===== src/rtl/div_restoring_16.sv =====
// Iterative unsigned restoring divider.
// One quotient bit is resolved per clock by a trial subtraction of the divisor
// from the partial remainder. Operands are taken on a valid/ready input
// handshake. The result is held on a valid/ready output handshake until the
// consumer takes it.
module div_restoring_16 #(
  parameter int unsigned WIDTH = 16
) (
  input  logic             clk,
  input  logic             rst_n,
  input  logic             in_valid,
  output logic             in_ready,
  input  logic [WIDTH-1:0] dividend,
  input  logic [WIDTH-1:0] divisor,
  output logic             out_valid,
  input  logic             out_ready,
  output logic [WIDTH-1:0] quotient,
  output logic [WIDTH-1:0] remainder,
  output logic             div_by_zero
);

  localparam int unsigned CW = (WIDTH > 2) ? $clog2(WIDTH) : 1;

  typedef enum logic [1:0] {
    IDLE,
    CALC,
    DONE
  } state_t;

  state_t state;
  state_t state_next;

  // Working registers: Q shifts out dividend bits and shifts in quotient bits.
  logic [WIDTH-1:0] q_reg;
  logic [WIDTH-1:0] d_reg;
  logic [WIDTH-1:0] r_reg;
  logic [CW-1:0]    cnt;

  // Result registers, kept separate so the result survives the next accept.
  logic [WIDTH-1:0] quotient_reg;
  logic [WIDTH-1:0] remainder_reg;
  logic             dbz_reg;

  logic             accept;
  logic             release_res;
  logic             last_step;

  logic [WIDTH:0]   shifted;
  logic [WIDTH:0]   trial;
  logic             step_ok;
  logic [WIDTH-1:0] r_step;
  logic [WIDTH-1:0] q_step;

  assign accept      = in_valid & in_ready;
  assign release_res = out_valid & out_ready;
  assign last_step   = (state == CALC) && (cnt == '0);

  // One restoring step: trial-subtract the divisor, keep the difference if it
  // did not borrow.
  always_comb begin
    shifted = {r_reg, q_reg[WIDTH-1]};
    trial   = shifted - {1'b0, d_reg};
    step_ok = ~trial[WIDTH];
    r_step  = step_ok ? trial[WIDTH-1:0] : shifted[WIDTH-1:0];
    q_step  = {q_reg[WIDTH-2:0], step_ok};
  end

  // State register.
  always_ff @(posedge clk or negedge rst_n) begin
    if (!rst_n) begin
      state <= IDLE;
    end else begin
      state <= state_next;
    end
  end

  // Next-state logic.
  always_comb begin
    state_next = state;
    unique case (state)
      IDLE: begin
        if (accept) begin
          state_next = (divisor == '0) ? DONE : CALC;
        end
      end
      CALC: begin
        if (cnt == '0) begin
          state_next = DONE;
        end
      end
      DONE: begin
        if (out_ready) begin
          state_next = IDLE;
        end
      end
      default: state_next = IDLE;
    endcase
  end

  // Handshake outputs decoded from the state.
  always_comb begin
    in_ready  = 1'b0;
    out_valid = 1'b0;
    unique case (state)
      IDLE:    in_ready  = 1'b1;
      CALC:    ;
      DONE:    out_valid = 1'b1;
      default: ;
    endcase
  end

  // Working datapath: load on accept, then iterate while in CALC.
  always_ff @(posedge clk or negedge rst_n) begin
    if (!rst_n) begin
      q_reg <= '0;
      d_reg <= '0;
      r_reg <= '0;
      cnt   <= '0;
    end else if (accept) begin
      q_reg <= dividend;
      d_reg <= divisor;
      r_reg <= '0;
      cnt   <= CW'(WIDTH - 1);
    end else if (state == CALC) begin
      q_reg <= q_step;
      r_reg <= r_step;
      if (cnt != '0) begin
        cnt <= cnt - 1'b1;
      end
    end
  end

  // Result registers: written when a division completes, otherwise held.
  // Divide by zero completes at the accept edge itself.
  always_ff @(posedge clk or negedge rst_n) begin
    if (!rst_n) begin
      quotient_reg  <= '0;
      remainder_reg <= '0;
      dbz_reg       <= 1'b0;
    end else if (accept && (divisor == '0)) begin
      quotient_reg  <= '1;
      remainder_reg <= dividend;
      dbz_reg       <= 1'b1;
    end else if (last_step) begin
      quotient_reg  <= q_step;
      remainder_reg <= r_step;
      dbz_reg       <= 1'b0;
    end
  end

  assign quotient    = quotient_reg;
  assign remainder   = remainder_reg;
  assign div_by_zero = dbz_reg;

  // release_res is kept as a named term for readability of the handshake.
  logic unused_ok;
  assign unused_ok = release_res;

endmodule


===== config.mk =====
export PLATFORM = sky130hd
export DESIGN_NAME = div_restoring_16
export DESIGN_NICKNAME = d
export VERILOG_FILES = /design/src/rtl/div_restoring_16.sv
export SDC_FILE = /design/constraint.sdc
export NUM_CORES = 1
export LEC_CHECK = 0
export ABC_AREA = 1
export CORE_MARGIN = 4
export CORE_UTILIZATION = 35
export DETAILED_ROUTE_END_ITERATION = 8
export PLACE_DENSITY_LB_ADDON = 0.3
export SETUP_SLACK_MARGIN = 0.4
export SKIP_LAST_GASP = 1
export SYNTH_ARGS = -nofsm -noshare
export SYNTH_HDL_FRONTEND = slang
export SYNTH_SLANG_ARGS = --single-unit

===== constraint.sdc =====
create_clock -name clk -period 1.98 [get_ports clk]
set_clock_uncertainty 0.05 [all_clocks]
set_input_delay 0.198 -clock clk [delete_from_list [all_inputs] [get_ports clk]]
set_output_delay 0.198 -clock clk [all_outputs]
set_load 0.01 [all_outputs]

==> results of run 1 <==
## final cells by class
type | instances | area, µm² | share of cell area
flip-flops and latches | 87 | 2180 | 0.308
clock buffers | 9 | 225 | 0.0319
repair buffers | 151 | 1400 | 0.199
well taps | 180 | 225 | 0.0319
clock inverters | 7 | 66.3 | 0.00939
multi-input cells | 446 | 2450 | 0.348
inverters | 135 | 507 | 0.0718
## power groups by stage
stage	clock (mW)	sequential, mW	combinational, mW
3_5_place_dp	0	3.28	8.88
3_3_place_gp	0	3.27	8.77
6_report	1.68	3.26	10.4
5_1_grt	1.79	3.36	11.5
2_1_floorplan	0	3.31	5.26
4_1_cts	1.71	3.26	9.33
## per-stage QoR
stage	area, µm²	setup TNS [ns]	setup WS [ns]
after floorplan	4990	0	0.0217
after global placement	6360	-2.14	-0.106
after detailed placement	6360	-3.39	-0.149
after CTS	6750	-2.00	-0.0994
after global routing	7060	-7.90	-0.258
final	7060	-3.93	-0.155
## routing by layer
metal,up-vias,routed length [µm],GRT usage,part of all wire
li1,2405,-,-,-
met1,2149,6400,0.235,0.45
met2,106,6790,0.281,0.48
met3,23,550,0.0284,0.039
met4,0,332,0.0574,0.024
met5,-,0,0,0
## worst min path at each step
| stage | end | slack (ns) |
|---|---|---|
| 6_report | d_reg[13] | 0.26 |
| 5_1_grt | d_reg[12] | 0.31 |
| 4_1_cts | d_reg[8] | 0.26 |
| 3_5_place_dp | d_reg[13] | 0.09 |
| 3_3_place_gp | d_reg[8] | 0.1 |
| 2_1_floorplan | cnt[0] | -0.15 |
## kinds of logic (layout without fill, tap and decap cells)
kind of cell | count (synthesis) | in the layout | share of synthesized area
compound gates | 75 | 75 | 0.0891
buf+inv | 153 | 302 | 0.124
flops | 87 | 87 | 0.438
simple gates | 343 | 345 | 0.288
fa+ha+maj | 18 | 18 | 0.0468
xor+xnor | 8 | 8 | 0.0141
## layout by cell type, fill, tap and decap left out, types with 2 or more instances in the layout
cell,count
buf_12,4
a21oi_2,2
nand4_1,6
nand2_1,221
a21oi_1,23
o221ai_1,14
nand3_1,21
dfrtp_1,87
o21ai_0,28
inv_2,5
buf_4,69
nand2_4,11
nand3_2,19
nand3b_1,4
o21ai_1,2
inv_1,130
nor3_1,2
xnor2_1,5
o211ai_1,3
clkbuf_16,10
dlygate4sd2_1,2
nand2_2,22
clkdlybuf4s50_1,67
xor2_1,3
inv_6,2
nor2_4,2
nor2_2,4
ha_1,15
buf_6,6
nor2_1,29
## timing repair
item | in CTS | in global routing
hold buffers | 1 | 0
resized for setup | 20 | 61
buffers inserted | 3 | 5
cloned | 2 | 1
pin swaps | 4 | 14
setup endpoints to repair | 37 | 65
endpoints found under the hold margin | 25 | 0
## worst max-delay path: stages (launching register included)
cell	delay, ns
dfrtp_1	0.41
ha_4	0.18
fa_2	0.35
inv_1	0.06
nand2_1	0.05
nand2_2	0.08
nand3_2	0.07
nand2_2	0.10
nand2_4	0.08
nand2_4	0.09
nand2_4	0.07
nand2_8	0.11
buf_6	0.14
nand2_2	0.06
nand3_1	0.08
nand2_1	0.05
==> impl_metrics.yaml, run 1 <==
final_layout:
  fillCellCount: 1350
  drive_gt1_frac: 0.201
  final_cells: 1015
  n_antenna_cell: 0
  utilization: 0.509
  nets: 884
  area_growth_pct: 41.9
critical_path:
  crit_type: "reg2reg"
  required_ns: 2.18
  cp_max_fo: 7
  r2r_end: "r_reg[7]"
  cp.arrival_ns: 2.33
  end_kind: "register"
  crit_start: "d_reg[0]"
  ff2ff_path_depth: 15
  r2r_slack_ns: -0.16
  worstSetupEndpoint: "r_reg[7]"
  timing.rr.start: "d_reg[0]"
  startpoint_type: "register"
logic_synthesis:
  synth_common_cells: "nand2_1, inv_1, dfrtp_1"
  ys_ff_latch: 87
  synth_cell_types: 31
  synth_edf_count: 0
  syn_area_per_cell_um2: 7.27
  synthTopCellsByArea: "dfrtp_1, nand2_1, inv_1, ha_1, nand3_1"
  async_flop_share: 1.00
  synthFlopType: "dfrtp_1"
  synth_area_mm2: 0.00497
  syn_nets: 738
  ys_warn_count: 0
  yosys.area.top_type_share: 0.438
  synth_area_leader_cell: "dfrtp_1"
  netlist_instances: 684
  synth_most_common_cell: "nand2_1"
  ys_seq_area_frac: 0.438
pwr:
  ir_drop_mv: 0.823
  p_total_mw: 15.3
  clkPwrFrac: 0.110
  swShare: 0.463
  seqPwrFrac: 0.213
  p_leak_nw: 3.74
  powerDensity_mw_per_mm2: 2170
  power.switching_mw: 7.08
  p_int_mw: 8.22
  combPwrFrac: 0.677
timing:
  hold_viol: 0
  setup_violations: 34
  max_freq_mhz: 468
  max_slew_margin: 0.744
  min_period_ns: 2.14
  whs_ns: 0.259
  grt_setup_unrepaired: "yes"
  fin_ws_ns: -0.155
  drv_slew: 0
  finalCritPeriodShare: 1.08
  tightest_slew_ns: 0.381
grt:
  antenna_found_initial: 0
  grt_pass1_wl_um: 22200
  grt_overflow: 0
  grt_max_degree: 43
  grt_pass1_vias: 4476
  grt_use_total: 0.173
placement:
  hpwlAfterDp_um: 10300
  gp_congestion: 0.879
  dp.cells: 987
  io_buffers: 70
clocking:
  cts_buffer_depth: 2
  cts_tree: "built"
  clkLatencyLatePin_ns: 0.35
  clock-root-buffer: "clkbuf_16"
  numCtsBuffers: 9
  htree_levels: 3
  clk_pin_slew_worst_paths_ns: 0.07
  clock_sinks: 87
route:
  drc: 0
  ant_nets: 0
  drt-wirelength-per-cell_um: 13.9
  drt_iter0_drc: 320
  vias: 4683
  drt_pass1_iterations: 4
  wirelength_um: 14100
  avgViaCountPerCell: 4.61
floorplan:
  dieArea_mm2: 0.0162
  initial_core_util: 0.358
  io_pins: 71
  fp-row-count: 43
  die_x_um: 127
  die_height_um: 127
  core_mm2: 0.0139
run:
  drv_cap: 0
status:
  status: "finished, violations left"
  violations: "negative setup slack"
min_path:
  hp-class: "in2async"
Note: power is estimated with default switching activity, not from simulation.
==> inputs of run 2 (changes only) <==
--- a/config.mk
+++ b/config.mk
@@ -9,9 +9,11 @@
 export CORE_MARGIN = 4
 export CORE_UTILIZATION = 35
 export DETAILED_ROUTE_END_ITERATION = 8
+export GPL_ROUTABILITY_DRIVEN = 0
 export PLACE_DENSITY_LB_ADDON = 0.3
 export SETUP_SLACK_MARGIN = 0.4
 export SKIP_LAST_GASP = 1
+export SLEW_MARGIN = 40
 export SYNTH_ARGS = -nofsm -noshare
 export SYNTH_HDL_FRONTEND = slang
 export SYNTH_SLANG_ARGS = --single-unit
==> results of run 2 <==
Final layout, timing and power as in run 1 (identical DEF).
==> inputs of run 3 (changes only) <==
--- a/config.mk
+++ b/config.mk
@@ -5,11 +5,11 @@
 export SDC_FILE = /design/constraint.sdc
 export NUM_CORES = 1
 export LEC_CHECK = 0
-export ABC_AREA = 1
 export CORE_MARGIN = 4
-export CORE_UTILIZATION = 35
+export CORE_UTILIZATION = 43
 export DETAILED_ROUTE_END_ITERATION = 8
 export GPL_ROUTABILITY_DRIVEN = 0
+export MAX_ROUTING_LAYER = met4
 export PLACE_DENSITY_LB_ADDON = 0.3
 export SETUP_SLACK_MARGIN = 0.4
 export SKIP_LAST_GASP = 1
==> run 3 against run 2 <==
Compared with the run above:
- the run still ends with negative setup slack left
- synthesized cell count down 23%
- critical endpoint is now r_reg[11]
- global-route usage up 5.8 points
- sequential power up 1%
- largest power group unchanged
- sequential share of layout area up 0.45 points
- via count down 0.43%
- clock-buffer cell count up 1
- cell area down 1.3%
- worst hold slack worse by 0.21 ns
- clock power down 22%
- utilization up 15 points
==> impl_metrics.yaml, run 3 <==
critical_path:
  end_kind: "register"
  critPathTopFamily: "compound AO/OA/AOI/OAI gates"
  crit_type: "reg2reg"
  cp_max_fo: 6
  startpoint_type: "register"
  r2r_slack_ns: -0.76
  crit_chain: "ha_4 > fa_2 > nand2b_4 > a21o_1 > a22o_1 > o21a_1 > o211ai_2 > buf_4 > buf_12 > mux2i_4 > o21ai_1"
  slowest_stage: "dfrtp_1"
  crit_buf_inv: 2
  required_ns: 2.18
  slowest_delay_ns: 0.41
  cp.arrival_ns: 2.94
logic_synthesis:
  syn_area_per_cell_um2: 8.89
  synth_most_common_cell: "nand2_1"
  synth_edf_count: 0
  synth_common_cells: "nand2_1, dfrtp_1, o21ai_0"
  yosys.area.top_type_share: 0.462
  netlist_instances: 530
  synthFlopType: "dfrtp_1"
  syn_nets: 584
  synth_area_mm2: 0.00471
  async_flop_share: 1.00
  synth_cell_types: 47
  ys_seq_area_frac: 0.462
  ys_ff_latch: 87
  ys_warn_count: 0
  synthTopCellsByArea: "dfrtp_1, nand2_1, o21ai_0, ha_1, mux2i_1"
  synth_area_leader_cell: "dfrtp_1"
timing:
  grt_setup_unrepaired: "yes"
  min_period_ns: 2.74
  hold_viol: 0
  tightest_slew_ns: 0.594
  max_freq_mhz: 366
  setup_tns_ns: -23.05
  setup_violations: 34
  fin_ws_ns: -0.755
  max_slew_margin: 0.594
  drv_slew: 0
  finalCritPeriodShare: 1.38
grt:
  grt_pass1_wl_um: 23000
  grt_use_total: 0.231
  grt_max_degree: 42
  grt_pass1_vias: 4739
  grt_overflow: 0
  antenna_found_initial: 0
pwr:
  power.switching_mw: 6.30
  p_leak_nw: 3.34
  combPwrFrac: 0.688
  clkPwrFrac: 0.089
  swShare: 0.425
  seqPwrFrac: 0.223
  powerDensity_mw_per_mm2: 2130
  p_int_mw: 8.51
  ir_drop_mv: 1.11
route:
  ant_nets: 0
  drc: 0
  vias: 4663
  drt-wirelength-per-cell_um: 17.7
  avgViaCountPerCell: 5.51
  wirelength_um: 14900
  drt_iter0_drc: 344
  drt_pass1_iterations: 5
clocking:
  htree_levels: 3
  cts_tree: "built"
  numCtsBuffers: 9
  clk_pin_slew_worst_paths_ns: 0.09
  cts_buffer_depth: 2
  clock_sinks: 87
  clkLatencyLatePin_ns: 0.37
  clock-root-buffer: "clkbuf_8"
final_layout:
  layout_common_cells: "nand2_1, buf_4, dfrtp_1"
  drive_gt1_frac: 0.263
  multi_input_area_mm2: 0.00243
  area_growth_pct: 47.8
  layout.area.seq_mm2: 0.00218
  fillCellCount: 813
  final_common_cell: "nand2_1"
  n_antenna_cell: 0
  nets: 759
  utilization: 0.663
placement:
  io_buffers: 70
  hpwlAfterDp_um: 10100
min_path:
  hp-class: "in2reg"
status:
  violations: "negative setup slack"
  status: "finished, violations left"
run:
  drv_cap: 0
floorplan:
  die_height_um: 113
  core_mm2: 0.0105
  initial_core_util: 0.449
  io_pins: 71
  dieArea_mm2: 0.0127
  die_x_um: 113
  fp-row-count: 37
## run 3: changes by cell type in the layout (fill, tap and decap cells not counted), sizes merged, moves of 14 or more
cell / previous run / this run
a22oi: 1 / 15
buf: 80 / 123
clkdlybuf4s50: 67 / 42
dlymetal6s2s: 0 / 23
inv: 138 / 23
nand2: 255 / 128
nand3: 40 / 20
nor2: 36 / 21
o21ai: 30 / 63
## run 3: power by group through the flow
| stage | clock, mW | combinational, mW | sequential (mW) |
|---|---|---|---|
| 6_report | 1.31 | 10.2 | 3.30 |
| 5_1_grt | 1.40 | 11.1 | 3.39 |
| 4_1_cts | 1.33 | 9.74 | 3.26 |
| 3_5_place_dp | 0 | 9.11 | 3.28 |
| 3_3_place_gp | 0 | 8.78 | 3.26 |
| 2_1_floorplan | 0 | 5.54 | 3.30 |
## run 3: layer usage
layer  routed length (µm)  share of wire  vias to the layer above  global-route usage
met5                    0              0                        -                   -
met4                  343          0.023                        0              0.0713
met3                  816          0.055                       27              0.0455
met2                 7760           0.52                      158               0.403
met1                 6020           0.40                     2272               0.269
li1                     -              -                     2206                   -
## run 3: timing repair
item | 4_1_cts | 5_1_grt
resized for setup | 23 | 67
hold endpoints to repair | 38 | 0
endpoints found under the setup margin | 68 | 77
pin swaps | 4 | 24
cloned | 0 | 6
setup buffers | 6 | 6
hold buffers | 1 | 0
## run 3: final timing paths
path                             start  cells past startpoint          end
max                           d_reg[0]                     11    r_reg[11]
min                         divisor[6]                      3     d_reg[6]
max reg2reg                   d_reg[0]                     11    r_reg[11]
min reg2reg                quotient[5]                      2  quotient[5]
max in group asynchronous        rst_n                      3     q_reg[9]
min in group asynchronous        rst_n                      2     d_reg[3]
## run 3: kinds of logic after synthesis
family	after synthesis	share of synthesized area
adder cells (fa/ha/maj)	18	0.0494
XOR/XNOR	15	0.0279
buffers and inverters	56	0.0634
AO/OA/AOI/OAI	136	0.178
flip-flops	87	0.462
AND/OR/NAND/NOR	203	0.185
multiplexers	15	0.0340
## run 3: metrics by stage
step	cell area [µm²]	power, mW	setup slack, ns	hold slack, ns	instances
global placement	6270	12.0	-0.650	0.175	811
global route	6970	15.9	-0.868	0.0773	846
floorplan	4750	8.84	-0.610	-0.148	530
detailed placement	6270	12.4	-0.744	0.180	811
finish	6970	14.8	-0.755	0.0518	846
CTS	6610	14.3	-0.742	0.318	834
## run 3: area by class of cell
cell class                      count  share of cell area
Clock inverter                      6             0.00970
Clock buffer                       10              0.0198
Sequential cell                    87               0.313
Timing Repair Buffer              198               0.273
Multi-Input combinational cell    387               0.348
Tap cell                          136              0.0244
Inverter                           22              0.0119
## run 3: tightest hold or removal path, stage by stage
cell            delay, ns
dlymetal6s2s_1       0.12
nand2_1              0.06
o21ai_0              0.07
